===== config.mk =====
export PLATFORM = sky130hd
export DESIGN_NAME = imem_loader
export DESIGN_NICKNAME = d
export VERILOG_FILES = /design/src/rtl/imem_loader.sv
export SDC_FILE = /design/constraint.sdc
export NUM_CORES = 1
export LEC_CHECK = 0
export CORE_MARGIN = 4
export CORE_UTILIZATION = 55
export CTS_BUF_LIST = sky130_fd_sc_hd__clkbuf_8
export DETAILED_ROUTE_END_ITERATION = 8
export PLACE_DENSITY = 0.8
export RECOVER_POWER = 50
export SETUP_SLACK_MARGIN = 0.5
export SYNTH_ARGS = -nofsm -noshare
export SYNTH_HDL_FRONTEND = slang
export SYNTH_SLANG_ARGS = --single-unit

===== constraint.sdc =====
create_clock -name clk -period 3.1 [get_ports clk]
set_input_delay 0.775 -clock clk [delete_from_list [all_inputs] [get_ports clk]]
set_output_delay 0.775 -clock clk [all_outputs]
set_load 0.02 [all_outputs]

===== src/rtl/imem_loader.sv =====
// imem_loader: write side of the CPU instruction memory.
// Accepts a framed little-endian byte stream (SYNC, CNT_LO, CNT_HI, 4*CNT data
// bytes, CSUM), assembles 32-bit words, writes them to the memory write port,
// validates an XOR checksum and holds the CPU in reset until a good image loads.
module imem_loader #(
  parameter int          DEPTH  = 32,
  parameter int          ADDR_W = 5,
  parameter logic [7:0]  SYNC   = 8'hA5
) (
  input  logic              clk,
  input  logic              reset,
  input  logic [7:0]        rx_data,
  input  logic              rx_valid,
  output logic              rx_ready,
  input  logic              rearm,
  output logic              mem_we,
  output logic [ADDR_W-1:0] mem_addr,
  output logic [31:0]       mem_wdata,
  output logic              cpu_hold,
  output logic              done,
  output logic              error
);

  // Count register is one bit wider than the address so that DEPTH itself fits.
  localparam int          CW      = ADDR_W + 1;
  localparam logic [15:0] DEPTH16 = 16'(DEPTH);

  localparam logic [2:0] S_IDLE   = 3'd0;
  localparam logic [2:0] S_CNT_LO = 3'd1;
  localparam logic [2:0] S_CNT_HI = 3'd2;
  localparam logic [2:0] S_DATA   = 3'd3;
  localparam logic [2:0] S_CSUM   = 3'd4;
  localparam logic [2:0] S_DONE   = 3'd5;
  localparam logic [2:0] S_ERR    = 3'd6;

  logic [2:0]        state_q,     state_d;
  logic [1:0]        byte_idx_q,  byte_idx_d;
  logic [ADDR_W-1:0] word_idx_q,  word_idx_d;
  logic [7:0]        cnt_lo_q,    cnt_lo_d;
  logic [CW-1:0]     cnt_q,       cnt_d;
  logic [7:0]        csum_q,      csum_d;
  logic [23:0]       asm_q,       asm_d;
  logic              rx_ready_q,  rx_ready_d;
  logic              mem_we_q,    mem_we_d;
  logic [ADDR_W-1:0] mem_addr_q,  mem_addr_d;
  logic [31:0]       mem_wdata_q, mem_wdata_d;
  logic              cpu_hold_q,  cpu_hold_d;
  logic              done_q,      done_d;
  logic              error_q,     error_d;

  logic        xfer;
  logic [15:0] count16;
  logic        last_word;

  assign xfer      = rx_valid && rx_ready_q;
  assign count16   = {rx_data, cnt_lo_q};
  assign last_word = (word_idx_q == ADDR_W'(cnt_q - CW'(1)));

  // Next-state, datapath and registered-output computation for the frame parser.
  always_comb begin
    state_d     = state_q;
    byte_idx_d  = byte_idx_q;
    word_idx_d  = word_idx_q;
    cnt_lo_d    = cnt_lo_q;
    cnt_d       = cnt_q;
    csum_d      = csum_q;
    asm_d       = asm_q;
    mem_we_d    = 1'b0;
    mem_addr_d  = mem_addr_q;
    mem_wdata_d = mem_wdata_q;

    case (state_q)
      S_IDLE: begin
        csum_d = 8'h00;
        if (xfer && (rx_data == SYNC)) begin
          state_d = S_CNT_LO;
        end
      end
      S_CNT_LO: begin
        if (xfer) begin
          cnt_lo_d = rx_data;
          csum_d   = csum_q ^ rx_data;
          state_d  = S_CNT_HI;
        end
      end
      S_CNT_HI: begin
        if (xfer) begin
          csum_d = csum_q ^ rx_data;
          if (count16 > DEPTH16) begin
            state_d = S_ERR;
          end else if (count16 == 16'd0) begin
            state_d = S_CSUM;
          end else begin
            cnt_d      = count16[CW-1:0];
            byte_idx_d = 2'd0;
            word_idx_d = '0;
            state_d    = S_DATA;
          end
        end
      end
      S_DATA: begin
        if (xfer) begin
          csum_d = csum_q ^ rx_data;
          if (byte_idx_q == 2'd3) begin
            // Fourth byte completes the word: write it on the next cycle.
            mem_we_d    = 1'b1;
            mem_addr_d  = word_idx_q;
            mem_wdata_d = {rx_data, asm_q};
            word_idx_d  = word_idx_q + ADDR_W'(1);
            byte_idx_d  = 2'd0;
            if (last_word) begin
              state_d = S_CSUM;
            end
          end else begin
            case (byte_idx_q)
              2'd0:    asm_d[7:0]   = rx_data;
              2'd1:    asm_d[15:8]  = rx_data;
              default: asm_d[23:16] = rx_data;
            endcase
            byte_idx_d = byte_idx_q + 2'd1;
          end
        end
      end
      S_CSUM: begin
        if (xfer) begin
          state_d = (rx_data == csum_q) ? S_DONE : S_ERR;
        end
      end
      S_DONE, S_ERR: begin
        if (rearm) begin
          state_d = S_IDLE;
        end
      end
      default: state_d = S_IDLE;
    endcase

    // Status outputs follow the state being entered; the write cycle stalls input.
    rx_ready_d = (state_d != S_DONE) && (state_d != S_ERR) && !mem_we_d;
    done_d     = (state_d == S_DONE);
    error_d    = (state_d == S_ERR);
    cpu_hold_d = (state_d != S_DONE);
  end

  // State and output registers; reset returns everything to the idle values.
  always_ff @(posedge clk) begin
    if (reset) begin
      state_q     <= S_IDLE;
      byte_idx_q  <= 2'd0;
      word_idx_q  <= '0;
      cnt_lo_q    <= 8'h00;
      cnt_q       <= '0;
      csum_q      <= 8'h00;
      asm_q       <= 24'h0;
      rx_ready_q  <= 1'b1;
      mem_we_q    <= 1'b0;
      mem_addr_q  <= '0;
      mem_wdata_q <= 32'h0;
      cpu_hold_q  <= 1'b1;
      done_q      <= 1'b0;
      error_q     <= 1'b0;
    end else begin
      state_q     <= state_d;
      byte_idx_q  <= byte_idx_d;
      word_idx_q  <= word_idx_d;
      cnt_lo_q    <= cnt_lo_d;
      cnt_q       <= cnt_d;
      csum_q      <= csum_d;
      asm_q       <= asm_d;
      rx_ready_q  <= rx_ready_d;
      mem_we_q    <= mem_we_d;
      mem_addr_q  <= mem_addr_d;
      mem_wdata_q <= mem_wdata_d;
      cpu_hold_q  <= cpu_hold_d;
      done_q      <= done_d;
      error_q     <= error_d;
    end
  end

  assign rx_ready  = rx_ready_q;
  assign mem_we    = mem_we_q;
  assign mem_addr  = mem_addr_q;
  assign mem_wdata = mem_wdata_q;
  assign cpu_hold  = cpu_hold_q;
  assign done      = done_q;
  assign error     = error_q;

endmodule


== Word level (Yosys, flattened, before mapping) ==
Index checks and enable logic that the tools add are counted.

* Word-level logic and storage cells: 97
* Output and inout port bits: 42
* Flip-flop bits (word level): 97

* Bitwise gates (word level): 5
* Equal/unequal tests: 21
* Order comparisons: 1
* Mux-type cells: 29
* Add/sub/neg operators: 3
* Reduce and logical (&&, ||, !) cells: 22

{| class="wikitable"
|+ Operators with widths
! operator !! count
|-
| two-way mux 3 bit || 10
|-
| two-way mux 5 bit || 5
|-
| one-hot mux 3 bit (6 select lines) || 1
|-
| > comparator 16 x 6 -> 1 bit (second input constant) || 1
|-
| logical NOT 16 bit || 1
|-
| one-hot mux 8 bit (2 select lines) || 1
|-
| AND reduction 4 bit || 4
|-
| equality test 3 bit (second input constant) || 5
|-
| two-way mux 2 bit || 6
|-
| inequality test 2 bit (second input constant) || 5
|-
| one-hot mux 5 bit (2 select lines) || 1
|-
| equality test 8 bit || 1
|-
| equality test 8 bit (second input constant) || 1
|-
| two-way mux 8 bit || 1
|-
| XOR 8 bit || 1
|-
| equality test 3 x 2 -> 1 bit (second input constant) || 2
|-
| inequality test 3 bit (second input constant) || 2
|-
| AND reduction 6 bit || 1
|-
| adder 5 x 1 -> 5 bit (second input constant) || 1
|-
| equality test 5 bit || 1
|-
| AND reduction 5 bit || 1
|-
| subtractor 5 x 1 -> 5 bit (second input constant) || 1
|-
| logical AND 1 bit || 4
|-
| inverter 1 bit || 4
|-
| other kinds (15) || 20
|}

== Logic depth before layout (Yosys ltp) ==
Gate-level depths: netlist (run 1).

* Depth after elaboration: 9
* Gate-level depth with buffers: 9
* Gate-level depth less buffers: 7

== Least setup slack after synthesis (run 1) ==
Ideal clock, no wire load.

* Path kind: input port to flip-flop
* Start: in rx_data[3]
* End: reg cnt_q[0]
* Path slack: 410 ps
* Required time: 2,972 ps
* Buffers on the path: 1
* Setup time: 128 ps
* Data arrival time: 2,563 ps
* Stages on the path: 6
* Cells stage by stage: buf_4 -> or4_4 -> or4_4 -> a211oi_4 -> mux2i_1 -> nor2_1

* Longest elaborated chain between the ends: 3

{| class="wikitable"
|+ Ends and longest elaborated chain
! element !! RTL line !! RTL
|-
| start, declared || 12 || <nowiki>input logic [7:0] rx_data,</nowiki>
|-
| > comparator 16 x 6 -> 1 bit or logical NOT 16 bit (tied branches) || 89, 91 ||
|-
| inverter 1 bit (no source line) || n/a ||
|-
| AND reduction 4 bit (no source line) (*) || n/a ||
|-
| end signal, assigned || 166 || <nowiki>cnt_q <= cnt_d;</nowiki>
|-
| end, declared || 40 || <nowiki>logic [CW-1:0] cnt_q, cnt_d;</nowiki>
|}

Every way passes the cells marked *; elsewhere a longest branch is shown, timed or not.
A chain may end at the register's enable or synchronous reset.

== Worst setup path in the final report (run 1) ==
* Start: in rx_valid
* End: reg rx_ready_q (netlist: rx_ready)

* Longest elaborated chain between the ends: 7

{| class="wikitable"
|+ Ends and longest elaborated chain
! element !! RTL line !! RTL
|-
| start, declared || 13 || <nowiki>input logic rx_valid,</nowiki>
|-
| logical AND 1 bit (*) || 55 || <nowiki>assign xfer = rx_valid && rx_ready_q;</nowiki>
|-
| logical AND 1 bit || 75 || <nowiki>if (xfer && (rx_data == SYNC)) begin</nowiki>
|-
| two-way mux 3 bit || 75 ||
|-
| one-hot mux 3 bit (6 select lines) || 72 || <nowiki>case (state_q)</nowiki>
|-
| inequality test 3 bit || 138 || <nowiki>rx_ready_d = (state_d != S_DONE) && (state_d != S_ERR) && !mem_we_d;</nowiki>
|-
| logical AND 1 bit || 138 ||
|-
| logical AND 1 bit (*) || 138 ||
|-
| end signal, assigned || 169 || <nowiki>rx_ready_q <= rx_ready_d;</nowiki>
|-
| end, declared || 43 || <nowiki>logic rx_ready_q, rx_ready_d;</nowiki>
|}

Marks and branches as above.

==> Implementation_results.wiki, run 1 <==
{| class="wikitable"
! Metric !! Value
|-
| Number of buffer cells added on primary ports || 53
|-
| Top fanout value on the critical path || 4
|-
| Synthesis-stage register bit count || 97
|-
| Post-layout power || 0.00207 W
|-
| Fraction of power spent switching nets || 23.6%
|-
| CTS Hold Bufs || 0
|-
| Met2 usage || 37.4%
|-
| CTS tree || done
|-
| Post-route fraction of the period consumed by the critical path || 83.8%
|-
| First-pass GRT wire length || 16.0 mm
|-
| RD Place Congestion || 0.883
|-
| Total number of nets in the final design || 549
|-
| Final worst hold slack || 0.455 ns
|-
| Number of cells on the worst hold path || 2
|-
| Worst clock skew || 0.0125 ns
|-
| Number of antenna violations at the first check in global routing || 1
|-
| Layer with the highest usage || met2
|-
| DR vias || 3540
|-
| Switching power summed over all nets || 0.000490 W
|-
| Reg-to-reg critical path startpoint || cnt_q[0]$_SDFFE_PP0P_
|-
| Post-CTS Repair Setup Buffers || 0
|-
| Starting Density || 56.6%
|-
| Portion of the post-synthesis area used by sequential elements || 47.3%
|-
| Outcome || completed
|-
| Internal power consumption || 0.00158 W
|-
| Clock insertion delay at the later pin of the skew report || 0.36 ns
|-
| Met3 track demand over resource || 4.62%
|-
| Synth Flop Type || sky130_fd_sc_hd__dfxtp_1
|-
| Placement-stage cell area || 4770 sq um
|-
| Worst Path Class, Setup || in -> reg
|-
| Pwr per Cell Area || 418 nW/um^2
|-
| Final max-slew violation count || 0
|-
| Overflow after GRT || 0
|-
| Combinational cell fraction of total power || 3.6%
|-
| Share of cells above drive strength 1 || 8.79%
|-
| Endpoint arrival time on the critical path || 2.88 ns
|-
| Vias per std cell || 5.57
|-
| Top post-synthesis cells by count || sky130_fd_sc_hd__dfxtp_1 (97), sky130_fd_sc_hd__nand2_1 (97), sky130_fd_sc_hd__a21oi_1 (63)
|-
| Maximum clock path buffer count || 2
|-
| Final critical delay including setup and external delays || 2.60 ns
|-
| Number of rows in the core area || 31
|-
| Post-synth cell types || 47
|-
| Clock Root Buffer || sky130_fd_sc_hd__clkbuf_8
|-
| Met1 GRT Util || 29.4%
|-
| Final setup violating endpoints || 0
|-
| Die Outline Area || 8920 sq um
|-
| Number of remaining DRC errors || 0
|-
| Number of warnings issued by yosys || 0
|-
| Die width || 94.4 um
|-
| Slack of the worst reg-to-reg path || 0.72 ns
|-
| Number of global-route vias before repair || 3354
|-
| Count of clock tree sinks || 97
|-
| Clock power share || 36.3%
|-
| Filler cell count || 596
|-
| End point of the worst hold path || mem_addr[0]$_SDFFE_PP0P_
|-
| Upper clock frequency limit || 385 MHz
|-
| Core area || 7250 sq um
|-
| H-tree depth || 3
|-
| Transition time at the pin with the least slew margin || 0.846 ns
|-
| Total global-route track usage || 22.8%
|-
| Post-Synthesis Mean Instance Area || 8.52 sq um
|-
| Cell area after synthesis || 4110 sq um
|-
| Worst-case setup margin in the final layout || 0.502 ns
|-
| Max-capacitance violation count || 0
|-
| Largest cells by area after synthesis || sky130_fd_sc_hd__dfxtp_1 (47%), sky130_fd_sc_hd__nand2_1 (8.9%), sky130_fd_sc_hd__a21oi_1 (7.7%)
|-
| IO Count || 54
|-
| Reported leakage power || 1.86 nW
|-
| Clk slew on worst S/H paths || 0.10 ns
|-
| Max-Slew Margin vs Limit || 43.6%
|-
| Synth-to-layout area growth || 20.7%
|-
| Number of detailed-routing iterations run before antenna repair || 5
|-
| Hold WC Path Type || reg -> reg
|-
| Data required time of the worst path || 3.38 ns
|-
| Inserted Clock Buffers || 9
|-
| Residual antenna-violating net count after detailed routing || 0
|-
| Mapped Cells || 482
|-
| Post-route cell area || 4960 sq um
|-
| Half-perimeter wire length after placement || 6.87 mm
|-
| Post-Syn Nets || 500
|-
| Aggregate routed wire length || 9.78 mm
|-
| Final Hold Viols || 0
|-
| Worst vdd ir || 306 uV
|-
| Relative contribution of sequential cells to total power || 60.1%
|-
| Post-synth EDFFs || 0
|-
| Reg2reg end || rx_ready$_SDFF_PP1_
|-
| Asr flop ratio synth || 0%
|-
| Worst setup slack after placement || -0.0316 ns
|-
| Area used by sequential logic in the layout || 1940 sq um
|-
| Unrepaired setup endpoints after global routing || no
|-
| Capturing element type of the critical path || flop
|-
| Startpoint Class || primary input
|-
| Maximum number of pins on one net before global-route repair || 59
|-
| Share of the synthesized area in the top cell type || 47.3%
|-
| Area taken by multi-input logic gates || 2030 sq um
|-
| Dominant cell type by area after synthesis || sky130_fd_sc_hd__dfxtp_1
|-
| Register-to-Register Path Depth || 8
|-
| Source of the worst hold timing path || mem_addr[0]$_SDFFE_PP0P_
|-
| Post-detailed-route wirelength per cell || 15.4 um
|-
| Die extent in y || 94.4 um
|-
| DR iter-0 viols || 258
|}
sequential cells by signal (all words and copies together), names as in the netlist, 2 cells and up:
| name | cells |
|---|---|
| mem_addr | 5 |
| cnt_q | 5 |
| asm_q | 24 |
| cnt_lo_q | 8 |
| word_idx_q | 5 |
| state_q | 3 |
| byte_idx_q | 2 |
| csum_q | 8 |
| mem_wdata | 32 |
cell families after synthesis:
family | synth area share, %
AO/OA/AOI/OAI | 15.1
XOR/XNOR | 3.20
adder cells (fa/ha/maj) | 1.83
buffers and inverters | 3.96
flip-flops | 47.3
multiplexers | 7.07
AND/OR/NAND/NOR | 21.6
metal layers:
metal | part of all wire, % | vias up
met1 | 45 | 1693
met2 | 48 | 94
li1 | - | 1736
met4 | 2.1 | 0
met3 | 4.8 | 17
met5 | 0 | -
area by class of cell:
type / instances / area share [%]
multi-input combinational: 346 / 41.0
sequential: 97 / 39.2
timing repair buffer: 72 / 13.3
clock buffer: 10 / 2.78
tap: 99 / 2.50
clock inverter: 5 / 0.808
inverter: 5 / 0.379
antenna: 1 / 0.0505
per-stage QoR:
step / utilization [%] / TNS [ns] / cells
after floorplan: - / 0 / 482
after CTS: 68.2 / 0 / 634
final: 68.3 / 0 / 635
after global routing: 68.3 / 0 / 635
after detailed placement: 65.7 / -0.0316 / 619
after global placement: 65.7 / 0 / 619
worst max path at each step:
stage / startpoint / endpoint / slack, ns / depth (start not counted)
finish: rx_valid / rx_ready$_SDFF_PP1_ / 0.50 / 7
global route: rx_valid / mem_addr[1]$_SDFFE_PP0P_ / 0.36 / 6
CTS: rx_valid / rx_ready$_SDFF_PP1_ / 0.52 / 7
detailed placement: rx_valid / rx_ready$_SDFF_PP1_ / -0.03 / 7
global placement: rx_data[3] / cnt_q[4]$_SDFFE_PP0P_ / 0.09 / 7
floorplan: rx_data[3] / cnt_q[0]$_SDFFE_PP0P_ / 0.42 / 6
worst max-delay path: stages:
cell                            delay (ns)
sky130_fd_sc_hd__dlygate4sd3_1        0.59
sky130_fd_sc_hd__nand3_1              0.18
sky130_fd_sc_hd__a2111oi_4            0.32
sky130_fd_sc_hd__buf_4                0.17
sky130_fd_sc_hd__o2111ai_1            0.13
sky130_fd_sc_hd__a2111o_1             0.46
sky130_fd_sc_hd__o32ai_2              0.26
power groups by stage:
stage / logic (W) / registers (W) / clock network [W]
5_1_grt: 0.0000802 / 0.00125 / 0.000817
4_1_cts: 0.0000747 / 0.00125 / 0.000768
2_1_floorplan: 0.0000437 / 0.00127 / 0
3_5_place_dp: 0.0000776 / 0.00127 / 0
6_report: 0.0000748 / 0.00125 / 0.000752
3_3_place_gp: 0.0000766 / 0.00127 / 0
layout by cell type (no fill, tap or decap), types with 7 or more instances in the layout:
cell	instances
sky130_fd_sc_hd__nand2_1	97
sky130_fd_sc_hd__dfxtp_1	97
sky130_fd_sc_hd__a21oi_1	63
sky130_fd_sc_hd__dlygate4sd3_1	40
sky130_fd_sc_hd__nor2_1	37
sky130_fd_sc_hd__mux2i_1	29
sky130_fd_sc_hd__o21ai_0	20
sky130_fd_sc_hd__buf_4	15
sky130_fd_sc_hd__nand3b_1	10
sky130_fd_sc_hd__xor2_1	10
sky130_fd_sc_hd__clkbuf_8	10
sky130_fd_sc_hd__dlygate4sd2_1	8
sky130_fd_sc_hd__nand3_1	7
repair_timing:
action                                  CTS  global route
pin swaps                                 3             2
resized for setup                        11             2
endpoints found under the setup margin   13             4
(Power assumes the default switching activity.)
==> run 2, diff against run 1 <==
==> constraint.sdc (replaced) <==
create_clock -name clk -period 2.6 [get_ports clk]
set_input_delay 0.65 -clock clk [delete_from_list [all_inputs] [get_ports clk]]
set_output_delay 0.65 -clock clk [all_outputs]
set_load 0.02 [all_outputs]
==> Implementation_results.wiki, run 2 (synthesized netlist as in run 1, its figures left out) <==
{| class="wikitable"
! Metric !! Value
|-
| Area used by sequential logic in the layout || 1950 sq um (was 1940 sq um)
|-
| Clock insertion delay at the later pin of the skew report || 0.35 ns (was 0.36 ns)
|-
| CTS tree || done (unchanged)
|-
| Most common library cell in the layout ignoring fill and taps || sky130_fd_sc_hd__nand2_1
|-
| Final core utilization || 72.1% (was 68.3%)
|-
| Post-route fraction of the period consumed by the critical path || 86.2%
|-
| Leading cell types in the layout, fill and taps excluded || sky130_fd_sc_hd__nand2_1 (97), sky130_fd_sc_hd__dfxtp_1 (93), sky130_fd_sc_hd__a21oi_1 (61) (was sky130_fd_sc_hd__nand2_1 (97), sky130_fd_sc_hd__dfxtp_1 (97), sky130_fd_sc_hd__a21oi_1 (63))
|-
| Overflow after GRT || 0 (unchanged)
|-
| Number of remaining DRC errors || 0 (unchanged)
|-
| Number of buffer cells added on primary ports || 53 (unchanged)
|-
| Maximum number of pins on one net before global-route repair || 49 (was 59)
|-
| Final critical delay including setup and external delays || 2.24 ns
|-
| Synth-to-layout area growth || 27.3% (was 20.7%)
|-
| Half-perimeter wire length after placement || 7.15 mm (was 6.87 mm)
|-
| Max-capacitance violation count || 0 (unchanged)
|-
| Aggregate routed wire length || 10.4 mm (was 9.78 mm)
|-
| Max-Slew Margin vs Limit || 34.5% (was 43.6%)
|-
| Final setup violating endpoints || 0 (unchanged)
|-
| Register-to-Register Path Depth || 5 (was 8)
|-
| Share of cells above drive strength 1 || 15.5% (was 8.79%)
|-
| Top fanout value on the critical path || 8 (was 4)
|-
| RD Place Congestion || 0.903 (was 0.883)
|-
| Total global-route track usage || 24.0% (was 22.8%)
|-
| Worst clock skew || 0.00739 ns (was 0.0125 ns)
|-
| Worst-case setup margin in the final layout || 0.358 ns (was 0.502 ns)
|-
| Upper clock frequency limit || 446 MHz
|-
| Pwr per Cell Area || 488 nW/um^2 (was 418 nW/um^2)
|-
| Core area || 7250 sq um (unchanged)
|-
| Transition time at the pin with the least slew margin || 0.982 ns (was 0.846 ns)
|-
| H-tree depth || 3 (unchanged)
|-
| Number of rows in the core area || 31 (unchanged)
|-
| Worst Path Class, Setup || in -> reg (unchanged)
|-
| Clock Root Buffer || sky130_fd_sc_hd__clkbuf_8 (unchanged)
|-
| Maximum clock path buffer count || 2 (unchanged)
|-
| Number of global-route vias before repair || 3565 (was 3354)
|-
| First-pass GRT wire length || 16.9 mm (was 16.0 mm)
|-
| DR iter-0 viols || 161 (was 258)
|-
| Outcome || completed (unchanged)
|-
| Slack of the worst reg-to-reg path || 0.40 ns (was 0.72 ns)
|-
| Post-layout power || 0.00255 W (was 0.00207 W)
|-
| Clk slew on worst S/H paths || 0.09 ns (was 0.10 ns)
|-
| Residual antenna-violating net count after detailed routing || 0 (unchanged)
|-
| Die Outline Area || 8920 sq um (unchanged)
|-
| Data required time of the worst path || 2.84 ns (was 3.38 ns)
|-
| Area taken by multi-input logic gates || 2140 sq um (was 2030 sq um)
|-
| Worst setup slack after placement || -0.367 ns (was -0.0316 ns)
|-
| Final Hold Viols || 0 (unchanged)
|-
| Total number of nets in the final design || 563 (was 549)
|-
| Endpoint arrival time on the critical path || 2.48 ns (was 2.88 ns)
|-
| Reg-to-reg critical path startpoint || state_q[2]$_SDFF_PP0_ (was cnt_q[0]$_SDFFE_PP0P_)
|-
| Starting Density || 56.6% (unchanged)
|-
| Final max-slew violation count || 0 (unchanged)
|-
| Inserted Clock Buffers || 9 (unchanged)
|-
| Antenna Diode Count || 0 (was 1)
|-
| Reported leakage power || 1.86 nW (about the same)
|-
| CTS Hold Bufs || 0 (unchanged)
|-
| Number of flip-flops in the largest register || 32 (unchanged)
|-
| Number of antenna violations at the first check in global routing || 0 (was 1)
|-
| Source of the worst hold timing path || asm_q[5]$_SDFFE_PP0P_ (was mem_addr[0]$_SDFFE_PP0P_)
|-
| Die width || 94.4 um (unchanged)
|-
| Post-detailed-route wirelength per cell || 16.0 um (was 15.4 um)
|-
| Number of detailed-routing iterations run before antenna repair || 4 (was 5)
|-
| Die extent in y || 94.4 um (unchanged)
|-
| Count of clock tree sinks || 97 (unchanged)
|-
| Hold WC Path Type || reg -> reg (unchanged)
|-
| Capturing element type of the critical path || flop (unchanged)
|-
| Worst vdd ir || 340 uV (was 306 uV)
|-
| End point of the worst hold path || mem_wdata[5]$_SDFFE_PP0P_ (was mem_addr[0]$_SDFFE_PP0P_)
|-
| Startpoint Class || primary input (unchanged)
|-
| Unrepaired setup endpoints after global routing || yes (was no)
|-
| Filler cell count || 573 (was 596)
|-
| Reg2reg end || mem_wdata[17]$_SDFFE_PP0P_ (was rx_ready$_SDFF_PP1_)
|-
| DR vias || 3594 (was 3540)
|-
| IO Count || 54 (unchanged)
|-
| Vias per std cell || 5.54 (was 5.57)
|-
| Number of cells on the worst hold path || 2 (unchanged)
|}
## run 2: report_power, final
part | internal, W | switching [W] | total, W
logic | 0.0000362 | 0.0000640 | 0.000100
clock network | 0.000445 | 0.000524 | 0.000969
registers | 0.00148 | 0.000000290 | 0.00148
total | 0.00197 | 0.000588 | 0.00255
## run 2: worst max path at each step
stage | startpoint | slack [ns] | endpoint
floorplan | rx_data[3] | 0.05 | cnt_q[0]$_SDFFE_PP0P_
global placement | rx_data[1] | -0.35 | rx_ready$_SDFF_PP1_
detailed placement | rx_data[1] | -0.37 | cnt_q[4]$_SDFFE_PP0P_
CTS | rx_data[7] | 0.33 | cnt_q[4]$_SDFFE_PP0P_
global route | state_q[2]$_SDFF_PP0_ | 0.17 | mem_wdata[17]$_SDFFE_PP0P_
finish | rx_data[1] | 0.36 | cnt_q[0]$_SDFFE_PP0P_
## run 2: worst max-delay path, stage by stage
cell	delay, ns
sky130_fd_sc_hd__buf_6	0.10
sky130_fd_sc_hd__or4_4	0.56
sky130_fd_sc_hd__or4_4	0.54
sky130_fd_sc_hd__a211oi_4	0.22
sky130_fd_sc_hd__buf_12	0.16
sky130_fd_sc_hd__mux2i_1	0.19
sky130_fd_sc_hd__nor2_1	0.07
## run 2: timing repair
action | in CTS | in global routing
endpoints found under the hold margin | 0 | 0
pin swaps | 8 | 18
resized for setup | 43 | 26
setup buffers | 4 | 0
setup endpoints to repair | 36 | 41
## run 2: metal layers
layer  up-vias  global-route usage (%)  routed length [um]
li1       1761                       -                   -
met1      1719                    30.8                4420
met2        97                    40.5                5280
met3        17                    3.43                 481
met4         0                    10.3                 209
met5         -                       0                   0
## run 2: cell type report
cell class / instances / share of cell area [%]
repair buffers: 86 / 15.4
inverters: 5 / 0.359
clock inverters: 7 / 1.36
clock buffers: 9 / 2.37
flip-flops and latches: 97 / 37.2
well taps: 99 / 2.37
multi-input cells: 346 / 40.9
## run 2: metrics by stage
step	instance area (sq um)	hold slack (ns)	setup TNS, ns	cells
CTS	5130	0.459	0	649
floorplan	4120	0.431	0	482
global route	5230	0.479	0	649
global placement	4880	0.434	-4.29	629
detailed placement	4880	0.446	-4.53	629
finish	5230	0.458	0	649
==> run 3, diff against run 2 <==
--- a/config.mk
+++ b/config.mk
@@ -9,6 +9,7 @@
 export CORE_UTILIZATION = 55
 export CTS_BUF_LIST = sky130_fd_sc_hd__clkbuf_8
 export DETAILED_ROUTE_END_ITERATION = 8
+export GPL_ROUTABILITY_DRIVEN = 1
 export PLACE_DENSITY = 0.8
 export RECOVER_POWER = 50
 export SETUP_SLACK_MARGIN = 0.5
==> results of run 3 <==
Final layout, timing and power as in run 2 (identical DEF).
